===== src/rtl/hd_eval_arbiter_if.sv =====
// Request/response/evaluator bundle for hd_eval_arbiter.
// slave: the arbiter side; master: requesters, response consumer and evaluator.
interface hd_eval_arbiter_if #(
    parameter int NUM_REQ = 4,
    parameter int WIDTH   = 32,
    parameter int ID_W    = $clog2(NUM_REQ)
);
    logic [NUM_REQ-1:0]       req_valid;
    logic [NUM_REQ-1:0]       req_ready;
    logic [NUM_REQ*WIDTH-1:0] req_data;
    logic [WIDTH-1:0]         dp_x;
    logic [WIDTH-1:0]         dp_y;
    logic                     rsp_valid;
    logic                     rsp_ready;
    logic [WIDTH-1:0]         rsp_data;
    logic [ID_W-1:0]          rsp_id;

    modport slave (
        input  req_valid, req_data, dp_y, rsp_ready,
        output req_ready, dp_x, rsp_valid, rsp_data, rsp_id
    );

    modport master (
        output req_valid, req_data, dp_y, rsp_ready,
        input  req_ready, dp_x, rsp_valid, rsp_data, rsp_id
    );
endinterface


===== src/rtl/hd_eval_arbiter.sv =====
// Round-robin time-sharing of one combinational evaluator among NUM_REQ
// requesters. The winning operand is registered onto dp_x, dp_y is sampled
// EVAL_LAT cycles later, and the result is returned tagged with the winner's ID.
module hd_eval_arbiter #(
    parameter int NUM_REQ  = 4,
    parameter int WIDTH    = 32,
    parameter int EVAL_LAT = 2,
    parameter int ID_W     = $clog2(NUM_REQ)
) (
    input  logic              clk,
    input  logic              rst,
    hd_eval_arbiter_if.slave  bus,
    output logic              busy
);
    localparam int CNT_W = (EVAL_LAT > 1) ? $clog2(EVAL_LAT) : 1;
    localparam logic [CNT_W-1:0] CNT_INIT = CNT_W'(EVAL_LAT - 1);
    localparam logic [ID_W-1:0]  LAST_ID  = ID_W'(NUM_REQ - 1);
    localparam logic [ID_W:0]    NUM_EXT  = (ID_W+1)'(NUM_REQ);

    typedef enum logic [1:0] {IDLE, EVAL, RESP} state_t;

    state_t             state;
    logic [ID_W-1:0]    rr_ptr;
    logic [CNT_W-1:0]   cnt;
    logic [WIDTH-1:0]   dp_x;
    logic [WIDTH-1:0]   rsp_data;
    logic [ID_W-1:0]    rsp_id;
    logic               rsp_valid;

    logic [ID_W-1:0]    grant;
    logic               any_valid;
    logic [ID_W:0]      sum;
    logic [ID_W-1:0]    idx;
    logic [NUM_REQ-1:0] ready;

    // Round-robin search starting at rr_ptr; the wrap is explicit at NUM_REQ
    // so non-power-of-two counts never index past the last requester.
    always_comb begin
        grant     = '0;
        any_valid = 1'b0;
        sum       = '0;
        idx       = '0;
        for (int unsigned k = 0; k < NUM_REQ; k++) begin
            sum = {1'b0, rr_ptr} + (ID_W+1)'(k);
            if (sum >= NUM_EXT) begin
                sum = sum - NUM_EXT;
            end
            idx = sum[ID_W-1:0];
            if (!any_valid && bus.req_valid[idx]) begin
                any_valid = 1'b1;
                grant     = idx;
            end
        end
    end

    // Accept strobe: one-hot grant, only while idle and out of reset.
    always_comb begin
        ready = '0;
        if (!rst && state == IDLE && any_valid) begin
            ready[grant] = 1'b1;
        end
    end

    // Transaction FSM: accept, count down the evaluation window, hold response.
    always_ff @(posedge clk or posedge rst) begin
        if (rst) begin
            state     <= IDLE;
            rr_ptr    <= '0;
            cnt       <= '0;
            dp_x      <= '0;
            rsp_data  <= '0;
            rsp_id    <= '0;
            rsp_valid <= 1'b0;
            busy      <= 1'b0;
        end else begin
            case (state)
                IDLE: begin
                    if (any_valid) begin
                        dp_x   <= bus.req_data[int'(grant)*WIDTH +: WIDTH];
                        rsp_id <= grant;
                        cnt    <= CNT_INIT;
                        busy   <= 1'b1;
                        state  <= EVAL;
                    end
                end
                EVAL: begin
                    if (cnt != '0) begin
                        cnt <= cnt - CNT_W'(1);
                    end else begin
                        rsp_data  <= bus.dp_y;
                        rsp_valid <= 1'b1;
                        state     <= RESP;
                    end
                end
                RESP: begin
                    if (rsp_valid && bus.rsp_ready) begin
                        rsp_valid <= 1'b0;
                        busy      <= 1'b0;
                        rr_ptr    <= (rsp_id == LAST_ID) ? '0 : rsp_id + ID_W'(1);
                        state     <= IDLE;
                    end
                end
                default: state <= IDLE;
            endcase
        end
    end

    assign bus.req_ready = ready;
    assign bus.dp_x      = dp_x;
    assign bus.rsp_valid = rsp_valid;
    assign bus.rsp_data  = rsp_data;
    assign bus.rsp_id    = rsp_id;
endmodule


===== src/flat_wrapper.sv =====
// flat-port wrapper written by rule: the top's interface ports become plain ports
module hd_eval_arbiter_flat 
#(
    parameter int NUM_REQ  = 4,
    parameter int WIDTH    = 32,
    parameter int EVAL_LAT = 2,
    parameter int ID_W     = $clog2(NUM_REQ)
)
  (clk, rst, busy, bus_req_valid, bus_req_data, bus_dp_y, bus_rsp_ready, bus_req_ready, bus_dp_x, bus_rsp_valid, bus_rsp_data, bus_rsp_id);
  hd_eval_arbiter_if #(.NUM_REQ(NUM_REQ), .WIDTH(WIDTH), .ID_W(ID_W)) bus_i ();
  input  logic clk;
  input  logic rst;
  output logic busy;
  input wire logic [$bits(bus_i.req_valid)-1:0] bus_req_valid;
  input wire logic [$bits(bus_i.req_data)-1:0] bus_req_data;
  input wire logic [$bits(bus_i.dp_y)-1:0] bus_dp_y;
  input wire logic [$bits(bus_i.rsp_ready)-1:0] bus_rsp_ready;
  output wire logic [$bits(bus_i.req_ready)-1:0] bus_req_ready;
  output wire logic [$bits(bus_i.dp_x)-1:0] bus_dp_x;
  output wire logic [$bits(bus_i.rsp_valid)-1:0] bus_rsp_valid;
  output wire logic [$bits(bus_i.rsp_data)-1:0] bus_rsp_data;
  output wire logic [$bits(bus_i.rsp_id)-1:0] bus_rsp_id;
  assign bus_i.req_valid = bus_req_valid;
  assign bus_i.req_data = bus_req_data;
  assign bus_i.dp_y = bus_dp_y;
  assign bus_i.rsp_ready = bus_rsp_ready;
  assign bus_req_ready = bus_i.req_ready;
  assign bus_dp_x = bus_i.dp_x;
  assign bus_rsp_valid = bus_i.rsp_valid;
  assign bus_rsp_data = bus_i.rsp_data;
  assign bus_rsp_id = bus_i.rsp_id;
  hd_eval_arbiter #(.NUM_REQ(NUM_REQ), .WIDTH(WIDTH), .EVAL_LAT(EVAL_LAT), .ID_W(ID_W)) u_core (.clk(clk), .rst(rst), .bus(bus_i), .busy(busy));
endmodule

===== config.mk =====
export PLATFORM = sky130hd
export DESIGN_NAME = hd_eval_arbiter_flat
export DESIGN_NICKNAME = d
export VERILOG_FILES = /design/src/rtl/hd_eval_arbiter_if.sv /design/src/rtl/hd_eval_arbiter.sv /design/src/flat_wrapper.sv
export SDC_FILE = /design/constraint.sdc
export NUM_CORES = 1
export LEC_CHECK = 0
export ABC_CLOCK_PERIOD_IN_PS = 4350
export BUFFER_PORTS_ARGS = -buffer_cell sky130_fd_sc_hd__buf_4
export CORE_MARGIN = 3
export CORE_UTILIZATION = 38
export CTS_BUF_LIST = sky130_fd_sc_hd__clkbuf_4 sky130_fd_sc_hd__clkbuf_8
export CTS_CLUSTER_SIZE = 40
export DETAILED_ROUTE_END_ITERATION = 8
export PLACE_DENSITY = 0.84
export SLEW_MARGIN = 20
export SYNTH_ARGS = -nofsm -noshare
export SYNTH_HDL_FRONTEND = slang
export SYNTH_SLANG_ARGS = --single-unit

===== constraint.sdc =====
create_clock -name clk -period 4.35 [get_ports clk]
set_clock_uncertainty 0.05 [all_clocks]
set_input_delay 0.87 -clock clk [delete_from_list [all_inputs] [get_ports clk]]
set_output_delay 0.87 -clock clk [all_outputs]
set_load 0.05 [all_outputs]

Word-level counts from Yosys, hierarchy flattened
Cells that the tools add are included.
Widths: inputs -> output; s select.
{ "op_classes": {"addsub": 9, "multipliers": 0, "div_mod_pow": 0, "order_cmp": 10, "eq_ne": 6, "n_shift": 1, "muxes": 35, "bitwise_logic": 1, "reduce_logical": 22} }
{ "ops": {"columns": ["cell", "count"], "rows": [
  ["$shiftx 128x8->32", 1],
  ["$mux 2", 12],
  ["$lt 2x3->1 const B", 5],
  ["$mux 1", 13],
  ["$ge 3x3->1 const B", 3],
  ["$reduce_and 3->1", 3],
  ["$bmux 1 s2", 4],
  ["$reduce_and 2->1", 4],
  ["$sub 2x1->2 const B", 4],
  ["$logic_and 1x1->1", 7],
  ["$add 2x2->3 const B", 2],
  ["$pmux 1 s2", 3],
  ["$pmux 2 s3", 1],
  ["$reduce_bool 2->1", 3],
  ["$eq 2x2->1 const B", 2],
  ["$logic_not 1->1", 4],
  ["$mux 4", 1],
  ["$ne 2x1->1 const B", 2],
  ["$add 2x1->3 const B", 1],
  ["$ge 2x3->1 const B", 1],
  ["$add 2x1->2 const B", 1],
  ["$demux 1 s2", 1],
  ["$eq 2x1->1 const B", 1],
  ["$ge 2x1->1 const B", 1],
  ["other kinds (4)", 4]
]} }
{ "word_totals": {"register_bits": 73, "latch_bits": 0, "mem_bits_rw": 0, "mem_bits_ro": 0, "in_bits": 167, "out_inout_bits": 72, "elab_cells": 92, "mem_count": 0} }

Logic depth before layout (Yosys ltp)
{ "depth": {"word_depth": 19, "ltp_mapped": 7, "depth_no_buf": 6} }

Worst setup path before layout
Ideal clock, no wire load.
{ "synth_timing": {"path_kind": "input-to-output", "startpoint": "input rst", "endpoint": "output bus_req_ready[0]", "arrival_ns": 3.103, "required_ns": 3.430, "path_slack_ns": 0.327, "cell_stages": 2, "n_path_buf": 0, "cell_sequence": "inv_1 and3_1"} }
{ "synth_via": {"elab_chain_len": 4} }
{ "synth_lines": {"columns": ["item", "line_no", "text"], "rows": [
  ["start, declared", "flat_wrapper.sv:12", "input logic rst;"],
  ["$logic_not 1->1", "hd_eval_arbiter.sv:59", "if (!rst && state == IDLE && any_valid) begin"],
  ["$logic_and 1x1->1 (2 in series)", "hd_eval_arbiter.sv:59", null],
  ["$mux 4", "hd_eval_arbiter.sv:59", null],
  ["end, declared", "flat_wrapper.sv:18", "output wire logic [$bits(bus_i.req_ready)-1:0] bus_req_ready;"]
]} }
No other way between the ends.

Worst setup path in the final report
{ "layout_timing": {"startpoint": "input bus_req_valid[3]", "endpoint": "output bus_req_ready[1]"} }
{ "layout_via": {"elab_chain_len": 17, "elab_cells_between_ends": 29, "cone_classes": "order compare: 2; mux: 19; reduce/logical: 8"} }
{ "layout_lines": {"columns": ["item", "line_no", "text"], "rows": [
  ["start, declared", "flat_wrapper.sv:14", "input wire logic [$bits(bus_i.req_valid)-1:0] bus_req_valid;"],
  ["$bmux 1 s2", "hd_eval_arbiter.sv:49", "if (!any_valid && bus.req_valid[idx]) begin"],
  ["$mux 1 (implied by the code)", "hd_eval_arbiter.sv:49", null],
  ["$mux 1", "hd_eval_arbiter.sv:49", null],
  ["$logic_not 1->1", "hd_eval_arbiter.sv:49", null],
  ["$logic_and 1x1->1", "hd_eval_arbiter.sv:49", null],
  ["$mux 1", "hd_eval_arbiter.sv:49", null],
  ["$logic_not 1->1", "hd_eval_arbiter.sv:49", null],
  ["$logic_and 1x1->1", "hd_eval_arbiter.sv:49", null],
  ["$mux 1", "hd_eval_arbiter.sv:49", null],
  ["$logic_not 1->1", "hd_eval_arbiter.sv:49", null],
  ["$logic_and 1x1->1", "hd_eval_arbiter.sv:49", null],
  ["$mux 2", "hd_eval_arbiter.sv:49", null],
  ["$lt 2x3->1 (implied by the code) or $ge 2x1->1 (tied branches)", "hd_eval_arbiter.sv:60", "ready[grant] = 1'b1;"],
  ["$logic_and 1x1->1 (implied by the code)", "hd_eval_arbiter.sv:60", null],
  ["$mux 1 (implied by the code)", "hd_eval_arbiter.sv:60", null],
  ["$demux 1 s2", null, null],
  ["$mux 4 (*)", "hd_eval_arbiter.sv:59", null]
]} }
Every way passes the cells marked *; elsewhere a longest branch is shown, timed or not. The select of a mux whose other input is x is not followed.

==> flow_summary.toml <==
[clock_network]
clock-root-buffer = "clkbuf_8"
cts_post_setup_buffers_inserted = 0
cts_buffers = 9
clock_tree.buffer_depth = 2
cts.sinks = 73
clk_pin_slew_worst_paths_ns = 0.07
cts-resized-gates = 0
clk_latency_ns = 0.34
holdBufCountCts = 0
h-tree-depth = 3
cts_tree = "done"

[yosys]
synthCells = 350
syn_nets = 523
ys.warnings.count = 0
seq_area_frac_synth_pct = 47.2
netlist_area_sq_um = 3870
syn_area_per_cell_sq_um = 11.1
synth_edf_count = 0
async_flop_share_pct = 100
synthFlopType = "dfrtp_1"
ys_seq_elements = 73
ys_types = 36

[timing]
setup_tns_ns = 0
finalCritPeriodShare_pct = 76.3
worstMarginPinSlew_ns = 0.851
layout_min_cycle_time_ns = 3.32
setup_viol = 0
slew_viol_final = 0
fmax_ghz = 0.301
grt_setup_unrepaired = "false"
slew_headroom_pct = 43.1
hold_viol = 0

[setup_path]
crit_arrival_ns = 2.40
cp_data_required_time_ns = 3.43
cp_max_fo = 37
slowest_stage = "nor4_1"
start_kind = "input port"
critical_path.top_delay_family = "simple AND/OR/NAND/NOR gates"
crit_buf_inv = 2
cp_common_cell = "buf_4"
crit_type = "in2out"
cpPeakStageDelay_ns = 0.60
worstPathCellList = "buf_4 > nor4_1 > nor2b_4 > and3_1 > buf_4"
endpoint_kind = "output port"

[finish]
utilization_pct = 60.6
syn2layout_area_growth_pct = 53.6
final_nets = 752
drive_gt1_share_pct = 53.4
diodes = 0
nFillCells = 801

[floorplan]
ios = 239
die_area_sq_um = 11400
initial_utilization_pct = 39.4
die_x_um = 107
die_h_um = 107
fp.coreArea_sq_um = 9820
row_count = 36

[placement]
dp_hpwl_um = 9150
place.gp.congestion = 0.837
io_buffers = 238

[grt]
grt_pass1_vias = 3824
antenna_found_initial = 0
overflow = 0
grt_max_degree = 45
grt_pass1_wl_um = 18300
grtUsageTotal_pct = 20.3

[routing]
via_per_inst = 5.11
top_layer_used = "met4"
wl_met1_um = 4500
routed-wl-met3_um = 1270
dr.pass1.iters = 4
drt_iter0_markers = 177
vias = 3667
drt_wl_total_um = 12100
wl_per_cell_um = 16.9
drc = 0
wl_met2_um = 6150
antenna_left = 0

[pwr]
ir_drop_v = 0.000579
powerDensity_nw_per_um2 = 824
p_leak_uw = 0.00288

[job]
cap_violations = 0

[outcome]
status = "completed"

[hold_path]
hold_class = "reg2reg"
==> logic make-up (layout without fill, tap and decap cells) <==
family                     count (synthesis)  in the layout  share of synthesized area (%)
adders and majority gates                  6              6                           1.94
and+or+nand+nor                           87             87                           9.73
DFF                                       73             73                           47.2
muxes                                     66             66                           19.0
AOI/OAI and AO/OA                         86             86                           17.8
buffers and inverters                     32            266                           4.33
==> worst paths after layout <==
check                                   startpoint                      end  cells past startpoint  slack, ns
min in group asynchronous                      rst  u_core.bus.rsp_data[17]                      2       0.60
max in group asynchronous                      rst   u_core.bus.rsp_data[1]                      3       2.61
max                               bus_req_valid[3]         bus_req_ready[1]                      5       1.03
max reg2reg                       u_core.rr_ptr[1]      u_core.bus.dp_x[19]                      6       1.76
min reg2reg                u_core.bus.rsp_data[23]  u_core.bus.rsp_data[23]                      1       0.44
min                        u_core.bus.rsp_data[23]  u_core.bus.rsp_data[23]                      1       0.44
==> where the power goes <==
| part | total (uW) | switching (uW) | internal [uW] |
|---|---|---|---|
| sequential | 1260 | 222 | 1030 |
| clock | 543 | 249 | 294 |
| combinational | 3100 | 2000 | 1100 |
==> cells in the final DEF, fill, tap and decap left out <==
| cell type | synthesis | layout |
|---|---|---|
| buf_4 | 0 | 246 |
| clkinv_2 | 0 | 3 |
| o21ai_0 | 8 | 8 |
| nor2b_2 | 0 | 1 |
| dfrtp_1 | 73 | 73 |
| nand2b_1 | 2 | 2 |
| nand3_1 | 2 | 2 |
| o311ai_2 | 1 | 1 |
| nor2b_1 | 5 | 3 |
| o22a_1 | 10 | 10 |
| nor2b_4 | 0 | 1 |
| a221oi_1 | 23 | 23 |
| a21boi_1 | 1 | 1 |
| a221o_1 | 10 | 10 |
| mux2_2 | 34 | 34 |
| mux2i_1 | 10 | 10 |
| o21a_1 | 1 | 1 |
| nor2_1 | 33 | 33 |
| o31ai_1 | 1 | 1 |
| clkinv_4 | 0 | 1 |
| inv_1 | 4 | 3 |
| a21o_1 | 1 | 1 |
| ha_1 | 6 | 6 |
| mux2_4 | 1 | 1 |
| nand4b_1 | 1 | 1 |
| inv_2 | 0 | 1 |
| mux2_1 | 21 | 21 |
| o211a_1 | 1 | 1 |
| a21oi_2 | 9 | 9 |
| clkbuf_8 | 0 | 11 |
| a21oi_1 | 17 | 17 |
| or3b_4 | 1 | 1 |
| o21bai_1 | 2 | 2 |
| nor4_1 | 1 | 1 |
| nand2_1 | 36 | 36 |
| o221ai_4 | 1 | 1 |
| and2_1 | 1 | 1 |
| and3_1 | 5 | 5 |
| bufinv_16 | 0 | 1 |
==> worst register-to-register path, stage by stage (launching register included) <==
cell      delay [ns]
dfrtp_1         0.57
mux2_4          0.36
o221ai_4        0.57
buf_4           0.40
mux2_1          0.37
nand2_1         0.07
a21oi_1         0.07
==> Yosys cell counts, types with 4 or more instances <==
master	count	area share (%)
clkbuf_1	10	0.97
nor2b_1	5	0.81
nand2_1	36	3.5
o22a_1	10	2.3
mux2i_1	10	2.6
buf_2	11	1.4
ha_1	6	1.9
mux2_1	21	6.1
a221oi_1	23	5.2
dfrtp_1	73	47
a221o_1	10	2.6
inv_1	4	0.39
and3_1	5	0.81
a21oi_2	9	2.0
a21oi_1	17	2.2
mux2_2	34	9.9
o21ai_0	8	1.0
nor2_1	33	3.2
==> per-stage QoR <==
step                      hold WS, ns  worst slack [ns]  instance area, sq um  std cells  power, uW
after floorplan                 0.460             0.327                  3870        350       3460
after global placement          0.422              1.10                  5740        701       4310
after detailed placement        0.429              1.02                  5740        701       4400
after CTS                       0.446              1.02                  5950        717       4950
after global routing            0.470             0.903                  5950        717       5180
final                           0.444              1.03                  5950        717       4900
==> layout make-up <==
class,instances,area [sq um],share of cell area (%)
multi-input cells,245,1890,31.7
repair buffers,246,1850,31.1
flip-flops and latches,73,1830,30.7
well taps,133,166,2.80
clock buffers,11,151,2.55
clock inverters,5,53.8,0.905
inverters,4,15.0,0.252
==> sequential cells by signal, summed over array words and instances (netlist names) <==
register	count
u_core.bus.dp_x	32
u_core.bus.rsp_data	32
u_core.bus.rsp_id	2
u_core.bus.rsp_valid	1
u_core.busy	1
u_core.cnt	1
u_core.rr_ptr	2
u_core.state	2
==> metal layers <==
| metal | up-vias | GRT usage (%) |
|---|---|---|
| met1 | 1737 | 21.5 |
| met5 | - | 0 |
| met2 | 182 | 37.4 |
| met3 | 15 | 6.92 |
| li1 | 1733 | - |
| met4 | 0 | 7.31 |
Note: power is estimated with default switching activity, not from simulation.
